[config.mk]
export PLATFORM = sky130hd
export DESIGN_NAME = cbs_credit_shaper
export DESIGN_NICKNAME = d
export VERILOG_FILES = /design/src/rtl/cbs_pkg.sv /design/src/rtl/cbs_credit_counter.sv /design/src/rtl/cbs_credit_shaper.sv
export SDC_FILE = /design/constraint.sdc
export NUM_CORES = 1
export LEC_CHECK = 0
export ABC_AREA = 1
export BUFFER_PORTS_ARGS = -buffer_cell sky130_fd_sc_hd__buf_2
export CAP_MARGIN = 20
export CORE_MARGIN = 2
export CORE_UTILIZATION = 57
export DETAILED_ROUTE_END_ITERATION = 16
export PLACE_DENSITY = 0.83
export SYNTH_ARGS = -nofsm -noshare
export SYNTH_HDL_FRONTEND = slang
export SYNTH_SLANG_ARGS = --single-unit
export TNS_END_PERCENT = 50
[constraint.sdc]
create_clock -name clk -period 3.2 [get_ports clk]
set_clock_uncertainty 0.15 [all_clocks]
set_input_delay 0.32 -clock clk [delete_from_list [all_inputs] [get_ports clk]]
set_output_delay 0.32 -clock clk [all_outputs]
set_load 0.05 [all_outputs]
[src/rtl/cbs_pkg.sv]
// Shared types and constants for the credit-based shaper.
// Optional macro CBS_HICREDIT_CLAMP_EN enables the hi_credit ceiling in cbs_credit_counter.
package cbs_pkg;

    typedef enum logic {
        IDLE = 1'b0,
        SEND = 1'b1
    } cbs_state_e;

    localparam int unsigned CBS_CREDIT_WIDTH = 32;
    localparam int unsigned CBS_SLOPE_WIDTH  = 16;

    localparam logic signed [CBS_CREDIT_WIDTH-1:0] CBS_CREDIT_MAX = {1'b0, {(CBS_CREDIT_WIDTH-1){1'b1}}};
    localparam logic signed [CBS_CREDIT_WIDTH-1:0] CBS_CREDIT_MIN = {1'b1, {(CBS_CREDIT_WIDTH-1){1'b0}}};

endpackage

[src/rtl/cbs_credit_counter.sv]
// Saturating signed credit accumulator with subtract > zero > add priority.
// CBS_HICREDIT_CLAMP_EN: when defined, every increase is capped at hi_credit.
module cbs_credit_counter
    import cbs_pkg::*;
#(
    parameter int unsigned CREDIT_WIDTH = CBS_CREDIT_WIDTH
) (
    input  logic                           clk,
    input  logic                           rstn,
    input  logic                           add_en,
    input  logic                           sub_en,
    input  logic                           zero_en,
    input  logic [CBS_SLOPE_WIDTH-1:0]     add_amt,
    input  logic [CBS_SLOPE_WIDTH-1:0]     sub_amt,
    input  logic signed [CREDIT_WIDTH-1:0] hi_credit,
    output logic signed [CREDIT_WIDTH-1:0] credit
);

    localparam int unsigned EXT_WIDTH = CREDIT_WIDTH + 1;
    localparam logic signed [CREDIT_WIDTH-1:0] CREDIT_MAX = {1'b0, {(CREDIT_WIDTH-1){1'b1}}};
    localparam logic signed [CREDIT_WIDTH-1:0] CREDIT_MIN = {1'b1, {(CREDIT_WIDTH-1){1'b0}}};

    logic signed [EXT_WIDTH-1:0]    credit_ext;
    logic signed [EXT_WIDTH-1:0]    add_ext;
    logic signed [EXT_WIDTH-1:0]    sub_ext;
    logic signed [EXT_WIDTH-1:0]    sum_ext;
    logic signed [EXT_WIDTH-1:0]    diff_ext;
    logic signed [CREDIT_WIDTH-1:0] up_val;
    logic signed [CREDIT_WIDTH-1:0] down_val;
    logic signed [CREDIT_WIDTH-1:0] credit_nxt;

    // One extra bit of headroom makes a single 16-bit step overflow-free.
    always_comb begin
        credit_ext = $signed({credit[CREDIT_WIDTH-1], credit});
        add_ext    = $signed({{(EXT_WIDTH-CBS_SLOPE_WIDTH){1'b0}}, add_amt});
        sub_ext    = $signed({{(EXT_WIDTH-CBS_SLOPE_WIDTH){1'b0}}, sub_amt});
        sum_ext    = credit_ext + add_ext;
        diff_ext   = credit_ext - sub_ext;

        if (sum_ext > $signed({CREDIT_MAX[CREDIT_WIDTH-1], CREDIT_MAX})) begin
            up_val = CREDIT_MAX;
        end else begin
            up_val = CREDIT_WIDTH'(sum_ext);
        end
`ifdef CBS_HICREDIT_CLAMP_EN
        // Never pull an already-high credit down on an increase step.
        if (up_val > hi_credit) begin
            up_val = (credit > hi_credit) ? credit : hi_credit;
        end
`endif

        if (diff_ext < $signed({CREDIT_MIN[CREDIT_WIDTH-1], CREDIT_MIN})) begin
            down_val = CREDIT_MIN;
        end else begin
            down_val = CREDIT_WIDTH'(diff_ext);
        end

        credit_nxt = credit;
        if (sub_en) begin
            credit_nxt = down_val;
        end else if (zero_en) begin
            credit_nxt = '0;
        end else if (add_en) begin
            credit_nxt = up_val;
        end
    end

`ifndef CBS_HICREDIT_CLAMP_EN
    logic unused_hi_credit;
    assign unused_hi_credit = ^hi_credit;
`endif

    always_ff @(posedge clk or negedge rstn) begin
        if (!rstn) begin
            credit <= '0;
        end else begin
            credit <= credit_nxt;
        end
    end

endmodule

[src/rtl/cbs_credit_shaper.sv]
// 802.1Qav-style credit-based shaper gating frame starts on one AXI4-Stream queue.
// Optional macro CBS_HICREDIT_CLAMP_EN caps credit growth at hi_credit.
module cbs_credit_shaper
    import cbs_pkg::*;
#(
    parameter int unsigned CREDIT_WIDTH = CBS_CREDIT_WIDTH
) (
    input  logic                           clk,
    input  logic                           rstn,
    input  logic [15:0]                    idle_slope,
    input  logic [15:0]                    send_slope,
    input  logic signed [CREDIT_WIDTH-1:0] hi_credit,
    input  logic [7:0]                     s_axis_tdata,
    input  logic                           s_axis_tvalid,
    output logic                           s_axis_tready,
    input  logic                           s_axis_tlast,
    input  logic                           s_axis_tuser,
    output logic [7:0]                     m_axis_tdata,
    output logic                           m_axis_tvalid,
    input  logic                           m_axis_tready,
    output logic                           m_axis_tlast,
    output logic                           m_axis_tuser,
    output logic signed [CREDIT_WIDTH-1:0] credit
);

    cbs_state_e state;
    cbs_state_e state_nxt;
    logic       eligible;
    logic       accept;
    logic       add_en;
    logic       sub_en;
    logic       zero_en;

    assign m_axis_tdata = s_axis_tdata;
    assign m_axis_tlast = s_axis_tlast;
    assign m_axis_tuser = s_axis_tuser;
    assign eligible     = ~credit[CREDIT_WIDTH-1];

    always_ff @(posedge clk or negedge rstn) begin
        if (!rstn) begin
            state <= IDLE;
        end else begin
            state <= state_nxt;
        end
    end

    // Handshake gating, frame tracking and credit-update selection.
    always_comb begin
        state_nxt     = state;
        m_axis_tvalid = 1'b0;
        s_axis_tready = 1'b0;
        accept        = 1'b0;
        add_en        = 1'b0;
        sub_en        = 1'b0;
        zero_en       = 1'b0;

        case (state)
            IDLE: begin
                m_axis_tvalid = s_axis_tvalid & eligible & rstn;
                s_axis_tready = m_axis_tready & eligible & rstn;
            end
            SEND: begin
                m_axis_tvalid = s_axis_tvalid & rstn;
                s_axis_tready = m_axis_tready & rstn;
            end
            default: ;
        endcase

        accept = s_axis_tvalid & s_axis_tready;

        if (accept) begin
            sub_en = 1'b1;
            if (state == IDLE && !s_axis_tlast) begin
                state_nxt = SEND;
            end else if (state == SEND && s_axis_tlast) begin
                state_nxt = IDLE;
            end
        end else if (state == IDLE) begin
            if (s_axis_tvalid || !eligible) begin
                add_en = 1'b1;
            end else if (|credit) begin
                zero_en = 1'b1;
            end
        end
    end

    cbs_credit_counter #(
        .CREDIT_WIDTH(CREDIT_WIDTH)
    ) u_credit_counter (
        .clk      (clk),
        .rstn     (rstn),
        .add_en   (add_en),
        .sub_en   (sub_en),
        .zero_en  (zero_en),
        .add_amt  (idle_slope),
        .sub_amt  (send_slope),
        .hi_credit(hi_credit),
        .credit   (credit)
    );

endmodule

## Word-level counts from Yosys, hierarchy flattened

Cells that the tools add are included.
W data, S select, Z words.

- Add/sub/neg operators: 2
- Magnitude comparators: 2
- Muxes and demuxes: 17
- Bitwise logic cells: 9
- Reduce and logical (&&, ||, !) cells: 8

Operators with widths:

| kind | number |
|---|---|
| $mux W32 | 5 |
| $add A32 B17 Y33 | 1 |
| $gt A33 B32 Y1 const B | 1 |
| $lt A33 B32 Y1 const B | 1 |
| $sub A32 B17 Y33 | 1 |
| $reduce_or A32 Y1 | 1 |
| $mux W1 | 10 |
| $and A1 B1 Y1 | 7 |
| $pmux W1 S2 | 2 |
| $reduce_bool A3 Y1 | 1 |
| $logic_and A1 B1 Y1 | 2 |
| $not A1 Y1 | 2 |
| $reduce_and A2 Y1 | 1 |
| $reduce_bool A2 Y1 | 1 |
| $logic_not A1 Y1 | 1 |
| $logic_or A1 B1 Y1 | 1 |

- Flip-flop bits (word level): 33
- Output and inout port bits: 44

## Logic depth before layout (Yosys ltp)

Gate-level depths: netlist of run 1.

- Word-level depth: 9
- Mapped depth: 17
- Depth with buffers taken out: 17

## Hierarchy

Synthesis of run 1 repeated with hierarchy kept, for this count alone.

- Cells, all modules: 984
- Area, all modules: 5696.7 µm²

Modules (own cells, without submodules):

| module | times used | cells each | area each (µm²) |
|---|---|---|---|
| cbs_credit_counter | 1 | 923 | 5381.4 |
| cbs_credit_shaper | 1 | 61 | 315.3 |

## Worst setup path after synthesis of run 1

OpenSTA, ideal clock, no wires.

- Kind: register to register
- From: register u_credit_counter.credit[31]
- To: register u_credit_counter.credit[9]
- Setup time: 0.073 ns
- Arrival: 2.516 ns
- Required time: 2.977 ns
- Slack: 0.460 ns
- Cell stages (with the launch flop): 11
- Buffers on the path: 1
- Period minus slack after synthesis: 2.740 ns
- Path through: dfrtp_1 > inv_2 > nor2_1 > nor2_1 > nand2_1 > inv_1 > buf_2 > o21ai_0 > a21oi_1 > nand2_1 > a21oi_2

- Longest elaborated chain between the ends: 8
- Elaborated cells on any way between the ends: 25
- Classes of those cells: add/sub (2); order compare (2); mux (14); bitwise (4); reduce/logical (3)

RTL lines:

| element | line | RTL |
|---|---|---|
| from (decl) | cbs_credit_counter.sv:16 | `output logic signed [CREDIT_WIDTH-1:0] credit` |
| from (signal assigned) | cbs_credit_counter.sv:77 | `credit <= credit_nxt;` |
| parallel branches: the longest is 8 deep, another holds $add A32 B17 Y33 | - |  |

Several ways; the timed one is not identified. The select of a mux whose other input is x is not followed.
A chain may end at the register's enable or synchronous reset.

## Worst setup path after layout of run 1

- From: register u_credit_counter.credit[0]
- To: register u_credit_counter.credit[10]

- Longest elaborated chain between the ends: 7
- Elaborated cells on any way between the ends: 15
- Classes of those cells: add/sub (2); order compare (2); mux (9); reduce/logical (2)

RTL lines:

| element |
|---|
| parallel branches: the longest is 7 deep, another holds $add A32 B17 Y33 |

Several ways; the timed one is not identified. The select of a mux whose other input is x is not followed.

==> impl_metrics.yaml, run 1 <==
outcome:
  status: "complete, no violations"
timing:
  worst_pin_slew_ns: 0.6242
  rsz0062_at_grt: "no"
  hold_viol_final: 0
  maxSlewViolCount: 0
  slew_headroom_pct: 58.24
  post-route-period-util_pct: 91.89
  fin_setup_tns_ns: 0
  setup_violations: 0
  setup_slack_ns: 0.2595
  timing.fmax_mhz: 340.1
  period_needed_ns: 2.940
power:
  combPwrFrac_pct: 76.0
  p_sw_uw: 4218
  leakagePower_uw: 0.003374
  vdd_ir_drop_max_mv: 0.6798
  power.density_nw_per_um2: 1135
  p_int_uw: 2497
  power_frac_seq_pct: 17.7
  clockPowerShare_pct: 6.3
  power_switching_share_pct: 62.82
place:
  dpl.hpwl_microns: 12790
  pre_cts_slack_ns: 0.3569
  dp_cells: 1147
  place_congestion: 1.007
  io_buffers: 71
synthesis:
  synth_area_per_cell_sq_um: 5.654
  yosysSeqAreaShare_pct: 15.10
  synth_cell_types: 40
  synth_warnings: 0
  syn_inst: 967
  synth-seq-cells: 33
  syn-num-nets: 1080
  syn_area_sq_um: 5468
clock_network:
  clockBufferDepth: 2
  clk_latency_ns: 0.30
  cts_buffers: 5
  clock-sinks: 33
  root_buffer: "clkbuf_8"
  path_clk_slew_ns: 0.08
  cts_tree: "done"
  cts.htree.levels: 2
route:
  ant_nets: 0
  routed_wl_microns: 16070
  route.detailed.drc: 0
  drt-wirelength-per-cell_microns: 13.90
  first_pass_iters: 5
  vias: 6124
  viasPerCell: 5.298
  drt_iter0_drc: 635
critical_path:
  crit_start: "u_credit_counter.credit[0]"
  crit_path_end_kind: "flip-flop"
  path_cells: "inv_1 > ha_1 > inv_1 > fa_1 > nand2_1 > nand3_1 > nand2_1 > o21ai_2 > nand2_1 > nand2_1 > o21ai_1 > nand2_2 > nand2_1 > a21oi_2"
  start_kind: "flip-flop"
  crit_type: "reg -> reg"
  r2r_end: "u_credit_counter.credit[10]"
  arrival_ns: 2.97
  worstPathRequired_ns: 3.23
  endpoint: "u_credit_counter.credit[10]"
  worstRegToRegCells: 14
  cpMaxStageDelayCell: "dfrtp_1"
  rrSetupSlack_ns: 0.26
  cp_max_fo: 31
  crit-reg2reg-launch: "u_credit_counter.credit[0]"
  crit_path_frequent_cell: "nand2_1"
  cpPeakStageDelay_ns: 0.43
cells_and_area:
  final_nets: 1139
  area_growth_pct: 8.169
  diodes: 0
  final_cell_mix: "351 x nand2_1, 142 x inv_1, 109 x nor2_1"
  drive_above_1_share_pct: 15.58
  fin_cells: 1156
  n_fill_cell: 945
  final_common_cell: "nand2_1"
die:
  core_area_sq_um: 9284
  die_y_microns: 101.9
  start_util_pct: 58.89
  ios: 122
  rows: 35
  die-area_sq_um: 10390
  dieWidth_microns: 101.9
global_route:
  grt_max_degree: 35
  antenna_found_initial: 0
  grt_usage_pct: 32.32
  grt_pass1_wl_microns: 26450
  grt_pass1_vias: 5558
  gr-total-overflow: 0
flow_run:
  cap_violations: 0
worst_hold_path:
  worstHoldPathType: "in -> reg"
cells by family after synthesis:
| group | after synthesis | synth area share (%) |
|---|---|---|
| buffers and inverters | 184 | 15.88 |
| DFF | 33 | 15.10 |
| adders and majority gates | 35 | 8.284 |
| AOI/OAI and AO/OA | 92 | 10.48 |
| and+or+nand+nor | 607 | 47.69 |
| xor gates and xnor gates | 16 | 2.563 |
registers in the layout, indices dropped and copies added (netlist names):
signal                   flops
state                        1
u_credit_counter.credit     32
metrics by stage:
| stage | util (%) | power [uW] | hold slack, ns | cell area, sq um |
|---|---|---|---|---|
| final | 63.71 | 6714 | 0.2610 | 5914 |
| after detailed placement | 62.34 | 6165 | 0.2706 | 5788 |
| after global placement | 62.34 | 6096 | 0.2676 | 5788 |
| after global routing | 63.71 | 7315 | 0.3205 | 5914 |
| after floorplan | - | 5103 | -0.1256 | 5468 |
| after CTS | 63.71 | 6611 | 0.2641 | 5914 |
power groups by stage:
stage / combinational (uW) / sequential (uW) / clock [uW]
2_1_floorplan: 3460 / 1650 / 0
3_3_place_gp: 4940 / 1160 / 0
3_5_place_dp: 5000 / 1160 / 0
4_1_cts: 5030 / 1160 / 422
5_1_grt: 5650 / 1220 / 440
6_report: 5100 / 1190 / 426
area by class of cell:
| type | count | area, sq um | area share [%] |
|---|---|---|---|
| Multi-Input combinational cell | 750 | 3774 | 63.80 |
| Sequential cell | 33 | 825.8 | 13.96 |
| Inverter | 149 | 559.3 | 9.456 |
| Timing Repair Buffer | 87 | 478.0 | 8.081 |
| Tap cell | 129 | 161.4 | 2.729 |
| Clock buffer | 7 | 86.33 | 1.460 |
| Clock inverter | 1 | 30.03 | 0.5077 |
synthesized netlist by cell type (all sizes together):
master | number | area [sq um]
nand3b | 2 | 15.01
o21ai | 17 | 92.59
nor4 | 5 | 31.28
a21oi | 66 | 412.9
and2 | 1 | 6.260
nand3 | 79 | 422.9
or2 | 1 | 6.260
xor2 | 6 | 52.55
dfrtp | 33 | 825.8
inv | 148 | 555.5
ha | 33 | 412.9
xnor2 | 10 | 87.58
nor2 | 137 | 608.1
nor3 | 14 | 86.34
a21boi | 1 | 7.510
fa | 2 | 40.04
clkinv | 1 | 3.750
nand4 | 11 | 68.82
nand2 | 354 | 1341
nor3b | 2 | 15.01
o21a | 5 | 37.54
clkbuf | 1 | 3.750
buf | 34 | 305.3
o21bai | 3 | 22.52
nor2b | 1 | 6.260
repair_timing:
item,CTS,global route
setup endpoints to repair,0,0
setup buffers,0,0
gates resized for setup,0,0
hold buffers,1,0
endpoints found under the hold margin,33,0
critical path, delay by kind of cell (launching register included):
| family | cells | cell delay (ns) |
|---|---|---|
| simple gates | 7 | 1.16 |
| fa+ha+maj | 2 | 0.54 |
| flops | 1 | 0.43 |
| compound gates | 3 | 0.33 |
| buf+inv | 2 | 0.17 |
routing by layer:
metal | vias up | wire [microns] | track usage, %
met1 | 2689 | 6997 | 46.31
met2 | 287 | 6915 | 50.10
met4 | 0 | 446 | 10.26
li1 | 3113 | - | -
met3 | 35 | 1707 | 4.925
met5 | - | 0 | 0
how the worst min path moves through the flow:
stage,startpoint,endpoint,cells after the start
5_1_grt,send_slope[0],u_credit_counter.credit[0],5
2_1_floorplan,rstn,state,0
3_3_place_gp,rstn,u_credit_counter.credit[0],2
3_5_place_dp,rstn,u_credit_counter.credit[1],2
4_1_cts,send_slope[0],u_credit_counter.credit[0],5
6_report,send_slope[0],u_credit_counter.credit[0],5
Power figures use the tool's default switching activity.
==> inputs of run 2 (changes only) <==
--- a/config.mk
+++ b/config.mk
@@ -5,13 +5,12 @@
 export SDC_FILE = /design/constraint.sdc
 export NUM_CORES = 1
 export LEC_CHECK = 0
-export ABC_AREA = 1
 export BUFFER_PORTS_ARGS = -buffer_cell sky130_fd_sc_hd__buf_2
 export CAP_MARGIN = 20
 export CORE_MARGIN = 2
-export CORE_UTILIZATION = 57
+export CORE_UTILIZATION = 58
 export DETAILED_ROUTE_END_ITERATION = 16
-export PLACE_DENSITY = 0.83
+export PLACE_DENSITY = 0.88
 export SYNTH_ARGS = -nofsm -noshare
 export SYNTH_HDL_FRONTEND = slang
 export SYNTH_SLANG_ARGS = --single-unit
==> constraint.sdc (replaced) <==
create_clock -name clk -period 3.5 [get_ports clk]
set_clock_uncertainty 0.15 [all_clocks]
set_input_delay 0.35 -clock clk [delete_from_list [all_inputs] [get_ports clk]]
set_output_delay 0.35 -clock clk [all_outputs]
set_load 0.05 [all_outputs]
==> impl_metrics.yaml, run 2 <==
timing:
  fin_setup_tns_ns: 0
  maxSlewViolCount: 0
  setup_violations: 0
  timing.fmax_mhz: 294.4
  worst_pin_slew_ns: 0.6947
  post-route-period-util_pct: 97.04
  period_needed_ns: 3.396
  hold_viol_final: 0
  slew_headroom_pct: 53.26
  hold_ws_ns: 0.3242
  rsz0062_at_grt: "no"
power:
  power_switching_share_pct: 57.72
  leakagePower_uw: 0.002189
  p_sw_uw: 2970
  clockPowerShare_pct: 5.9
  power.density_nw_per_um2: 1033
  vdd_ir_drop_max_mv: 0.4932
  p_int_uw: 2175
  power_frac_seq_pct: 15.5
  combPwrFrac_pct: 78.6
clock_network:
  cts_tree: "done"
  cts_buffers: 5
  clockBufferDepth: 2
  cts.htree.levels: 2
  clk_latency_ns: 0.30
  root_buffer: "clkbuf_8"
  path_clk_slew_ns: 0.08
  clock-sinks: 33
critical_path:
  crit_path_end_kind: "flip-flop"
  cp_max_fo: 9
  crit-reg2reg-launch: "u_credit_counter.credit[0]"
  worstRegToRegCells: 13
  worstPathRequired_ns: 3.51
  path_cells: "inv_1 > ha_1 > inv_1 > fa_1 > a211o_1 > a211o_1 > a31oi_4 > o2111a_1 > nor2_2 > a211o_1 > buf_6 > a31oi_1 > o221ai_1"
  cpPeakStageDelay_ns: 0.43
  cpMaxStageDelayCell: "fa_1"
  start_kind: "flip-flop"
  r2r_end: "u_credit_counter.credit[21]"
  crit_path_frequent_cell: "a211o_1"
  rrSetupSlack_ns: 0.10
  crit_type: "reg -> reg"
  arrival_ns: 3.41
place:
  dpl.hpwl_microns: 10690
  placed_area_sq_um: 4836
  io_buffers: 71
  place_congestion: 1.007
die:
  die_y_microns: 89.73
  die-area_sq_um: 8051
  core_area_sq_um: 7176
  dieWidth_microns: 89.73
  rows: 31
  start_util_pct: 59.41
  ios: 122
cells_and_area:
  diodes: 0
  drive_above_1_share_pct: 20.70
  final_common_cell: "buf_2"
  reg.largest.list: "u_credit_counter.credit: 32 flops, state: 1 flops"
  final_cell_mix: "71 x buf_2, 61 x nor2_1, 43 x a21oi_1"
  design_area_sq_um: 4981
  largest_reg_flops: 32
  area_growth_pct: 16.85
  top_register: "u_credit_counter.credit"
  final_nets: 769
route:
  drt_iter0_drc: 620
  vias: 5188
  route.detailed.drc: 0
  first_pass_iters: 8
  routed_wl_microns: 14420
  drt-wirelength-per-cell_microns: 19.08
  viasPerCell: 6.862
  ant_nets: 0
synthesis:
  synth_top_area_cell: "dfrtp_1"
  ys.flop_type: "dfrtp_1"
  yosysMostFrequentCell: "nor2_1"
  synth_top_area_share_pct: 19.37
  synthTopCellsByCount: "61 x nor2_1, 43 x a21oi_1, 40 x a31oi_1, 40 x o21ai_0, 36 x inv_1"
  synth_cell_types: 63
  synth_edf_count: 0
  syn_inst: 582
  synth_area_per_cell_sq_um: 7.324
  yosysSeqAreaShare_pct: 19.37
  synth_warnings: 0
  async_flop_share_pct: 100.0
  yosys-top-cells-area: "dfrtp_1 19%, ha_1 9.7%, a31oi_1 5.9%, nor2_1 5.4%, a21oi_1 5.0%"
  syn_area_sq_um: 4263
  syn-num-nets: 695
  synth-seq-cells: 33
global_route:
  grt_pass1_wl_microns: 23460
  gr-total-overflow: 0
  antenna_found_initial: 0
  grt_pass1_vias: 5006
  grt_max_degree: 34
  grt_usage_pct: 34.99
outcome:
  status: "complete, no violations"
worst_hold_path:
  worstHoldPathType: "in -> reg"
  hold_depth: 5
  hold_path_end: "state"
  worstHoldStart: "s_axis_tlast"
flow_run:
  cap_violations: 0
-- run 2: area by class of cell --
class	count	area, sq um
clock buffer	6	72.57
clock inverter	2	10.01
fill	605	2195
inverter	36	135.1
multi-input combinational	469	3152
sequential	33	825.8
tap	99	123.9
timing repair buffer	111	661.9
-- run 2: timing repair --
item,CTS,global route
hold buffers,1,0
endpoints found under the setup margin,0,7
setup buffers,0,0
gates resized for setup,0,8
hold endpoints to repair,33,0
-- run 2: worst max path at each step --
stage                                    start                          end  slack (ns)  cells after the start
finish              u_credit_counter.credit[0]  u_credit_counter.credit[21]        0.10                     13
CTS                 u_credit_counter.credit[0]  u_credit_counter.credit[21]        0.04                     13
global placement                 send_slope[0]  u_credit_counter.credit[21]        0.17                     13
global route        u_credit_counter.credit[0]  u_credit_counter.credit[24]       0.003                     13
floorplan           u_credit_counter.credit[0]  u_credit_counter.credit[29]        0.08                     12
detailed placement  u_credit_counter.credit[0]  u_credit_counter.credit[21]        0.07                     13
-- run 2: power by group through the flow --
stage | combinational (uW) | sequential [uW] | clock (uW)
global placement | 3750 | 781 | 0
CTS | 3900 | 787 | 297
global route | 4350 | 822 | 314
floorplan | 2330 | 1300 | 0
finish | 4040 | 797 | 303
detailed placement | 3880 | 793 | 0
-- run 2: kinds of logic after synthesis --
family / after synthesis / synth area share, %
AO/OA/AOI/OAI: 208 / 32.26
AND/OR/NAND/NOR: 196 / 23.25
buffers and inverters: 80 / 8.277
adder cells (fa/ha/maj): 35 / 10.63
flip-flops: 33 / 19.37
XOR/XNOR: 28 / 5.753
multiplexers: 2 / 0.4696
-- run 2: stage by stage --
stage,cells,setup slack [ns],power [uW],utilization [%]
after floorplan,582,0.07933,3634,-
after global placement,747,0.1675,4529,67.39
after detailed placement,747,0.06931,4672,67.39
after CTS,756,0.03925,4985,68.68
after global routing,756,0.002905,5484,69.42
final,756,0.1038,5145,69.42
-- run 2: per-layer routing --
layer	up-vias	part of all wire [%]	global-route usage, %
met2	412	46	57.58
met5	-	0	0
li1	2333	-	-
met3	78	11	6.790
met1	2365	39	44.40
met4	0	3.6	16.54
-- run 2: worst max-delay path: cells and delay by family, from the launching register on --
family,cells,cell delay [ns]
buffers and inverters,3,0.32
flip-flops,1,0.39
AND/OR/NAND/NOR,1,0.09
adder cells (fa/ha/maj),2,0.61
AO/OA/AOI/OAI,7,1.71
==> inputs of run 3 (changes only) <==
--- a/config.mk
+++ b/config.mk
@@ -11,6 +11,7 @@
 export CORE_UTILIZATION = 58
 export DETAILED_ROUTE_END_ITERATION = 16
 export PLACE_DENSITY = 0.88
+export REMOVE_ABC_BUFFERS = 1
 export SYNTH_ARGS = -nofsm -noshare
 export SYNTH_HDL_FRONTEND = slang
 export SYNTH_SLANG_ARGS = --single-unit
==> impl_metrics.yaml, run 3 (synthesis results as in run 2) <==
clock_network:
  path_clk_slew_ns: 0.07
  cts_tree: "done"
  clockBufferDepth: 2
  clk_latency_ns: 0.30
  clock-sinks: 33
  post-cts-setup-buffer-count: 0
  cts.htree.levels: 2
  cts_buffers: 5
  root_buffer: "clkbuf_8"
  post_cts_resized: 0
  ctsHoldBuffers: 0
critical_path:
  start_kind: "flip-flop"
  path_cells: "ha_1 > nand2_1 > nor3_1 > nand3_1 > a31oi_1 > and3_1 > nand2b_1 > a21oi_1 > o32a_1"
  crit-reg2reg-launch: "u_credit_counter.credit[14]"
  crit_start: "u_credit_counter.credit[14]"
  cpPeakStageDelay_ns: 0.65
  crit_path_end_kind: "flip-flop"
  crit_type: "reg -> reg"
  rrSetupSlack_ns: 0.08
  cp_max_fo: 9
  r2r_end: "u_credit_counter.credit[29]"
  worstPathRequired_ns: 3.52
  cpMaxStageDelayCell: "a31oi_1"
  worstRegToRegCells: 9
  arrival_ns: 3.43
global_route:
  antenna_found_initial: 0
  grt_max_degree: 34
  gr-total-overflow: 0
  grt_pass1_wl_microns: 23340
  grt_usage_pct: 34.66
  grt_pass1_vias: 4927
power:
  power.density_nw_per_um2: 1023
  finalPower_uw: 4976
  leakagePower_uw: 0.002139
  power_switching_share_pct: 58.03
  power_frac_seq_pct: 17.5
  vdd_ir_drop_max_mv: 0.4600
  combPwrFrac_pct: 76.5
  p_int_uw: 2088
  clockPowerShare_pct: 5.9
  p_sw_uw: 2888
cells_and_area:
  design_area_sq_um: 4866
  postLayoutCoreUtil_pct: 67.81
  fin_cells: 746
  top_register: "u_credit_counter.credit"
  drive_above_1_share_pct: 19.17
  final_common_cell: "buf_2"
  final_nets: 759
  final_cell_mix: "71 x buf_2, 61 x nor2_1, 43 x a21oi_1"
  largest_reg_flops: 32
  reg.largest.list: "u_credit_counter.credit: 32 flops, state: 1 flops"
  area_growth_pct: 14.15
  diodes: 0
place:
  place_congestion: 1.011
  io_buffers: 71
  dpl.hpwl_microns: 10380
  placed_area_sq_um: 4768
  dp_cells: 738
route:
  route.detailed.drc: 0
  drt-wirelength-per-cell_microns: 18.73
  ant_nets: 0
  viasPerCell: 6.823
  vias: 5090
  routed_wl_microns: 13980
  drt_iter0_drc: 619
  first_pass_iters: 6
die:
  core_area_sq_um: 7176
  die-area_sq_um: 8051
  rows: 31
  start_util_pct: 59.41
  die_y_microns: 89.73
  dieWidth_microns: 89.73
  ios: 122
timing:
  worst_pin_slew_ns: 0.7743
  timing.fmax_mhz: 292.8
  setup_violations: 0
  slew_headroom_pct: 48.14
  hold_viol_final: 0
  period_needed_ns: 3.415
  fin_setup_tns_ns: 0
  maxSlewViolCount: 0
  post-route-period-util_pct: 97.58
flow_run:
  cap_violations: 0
outcome:
  status: "complete, no violations"
worst_hold_path:
  worstHoldPathType: "in -> async"
run 3: cell types whose count changed in the layout (fill, tap and decap cells not counted), sizes merged:
cell / change
buf: -9
dlygate4sd3: -1
run 3: worst max-delay path: cells and delay by family, from the launching register on:
| family | cells | cell delay (ns) |
|---|---|---|
| compound gates | 3 | 1.09 |
| simple gates | 5 | 1.17 |
| fa+ha+maj | 1 | 0.46 |
| flops | 1 | 0.44 |
run 3: cell type report:
class	instances	area (sq um)
inverters	36	135.1
clock inverters	2	10.01
flip-flops and latches	33	825.8
well taps	99	123.9
fillers	588	2310
repair buffers	101	584.3
clock buffers	6	72.57
multi-input cells	469	3114
run 3: layer usage:
metal	share of wire (%)	vias up	wire length, microns	global-route usage [%]
met3	13	63	1852	8.466
met5	0	-	0	0
met2	45	385	6256	56.31
met4	3.1	0	436	12.44
met1	39	2331	5430	45.10
li1	-	2311	-	-
run 3: worst max-delay path by stage:
stage	endpoint	slack, ns	cells past startpoint
2_1_floorplan	u_credit_counter.credit[25]	-0.40	9
3_3_place_gp	u_credit_counter.credit[24]	0.12	13
3_5_place_dp	u_credit_counter.credit[24]	0.08	13
4_1_cts	u_credit_counter.credit[24]	0.06	13
5_1_grt	u_credit_counter.credit[1]	-0.01	13
6_report	u_credit_counter.credit[29]	0.08	9
run 3: per-stage QoR:
| stage | setup slack (ns) | hold slack [ns] |
|---|---|---|
| floorplan | -0.4001 | -0.09559 |
| global placement | 0.1247 | 0.3190 |
| detailed placement | 0.08326 | 0.3241 |
| CTS | 0.06458 | 0.008458 |
| global route | -0.01094 | 0.04186 |
| finish | 0.08482 | 0.0001538 |
run 3: power by group through the flow:
| stage | Combinational (uW) | Sequential [uW] | Clock (uW) |
|---|---|---|---|
| floorplan | 2170 | 1370 | 0 |
| global placement | 3560 | 852 | 0 |
| detailed placement | 3690 | 864 | 0 |
| CTS | 3710 | 856 | 293 |
| global route | 4130 | 902 | 309 |
| finish | 3810 | 872 | 295 |
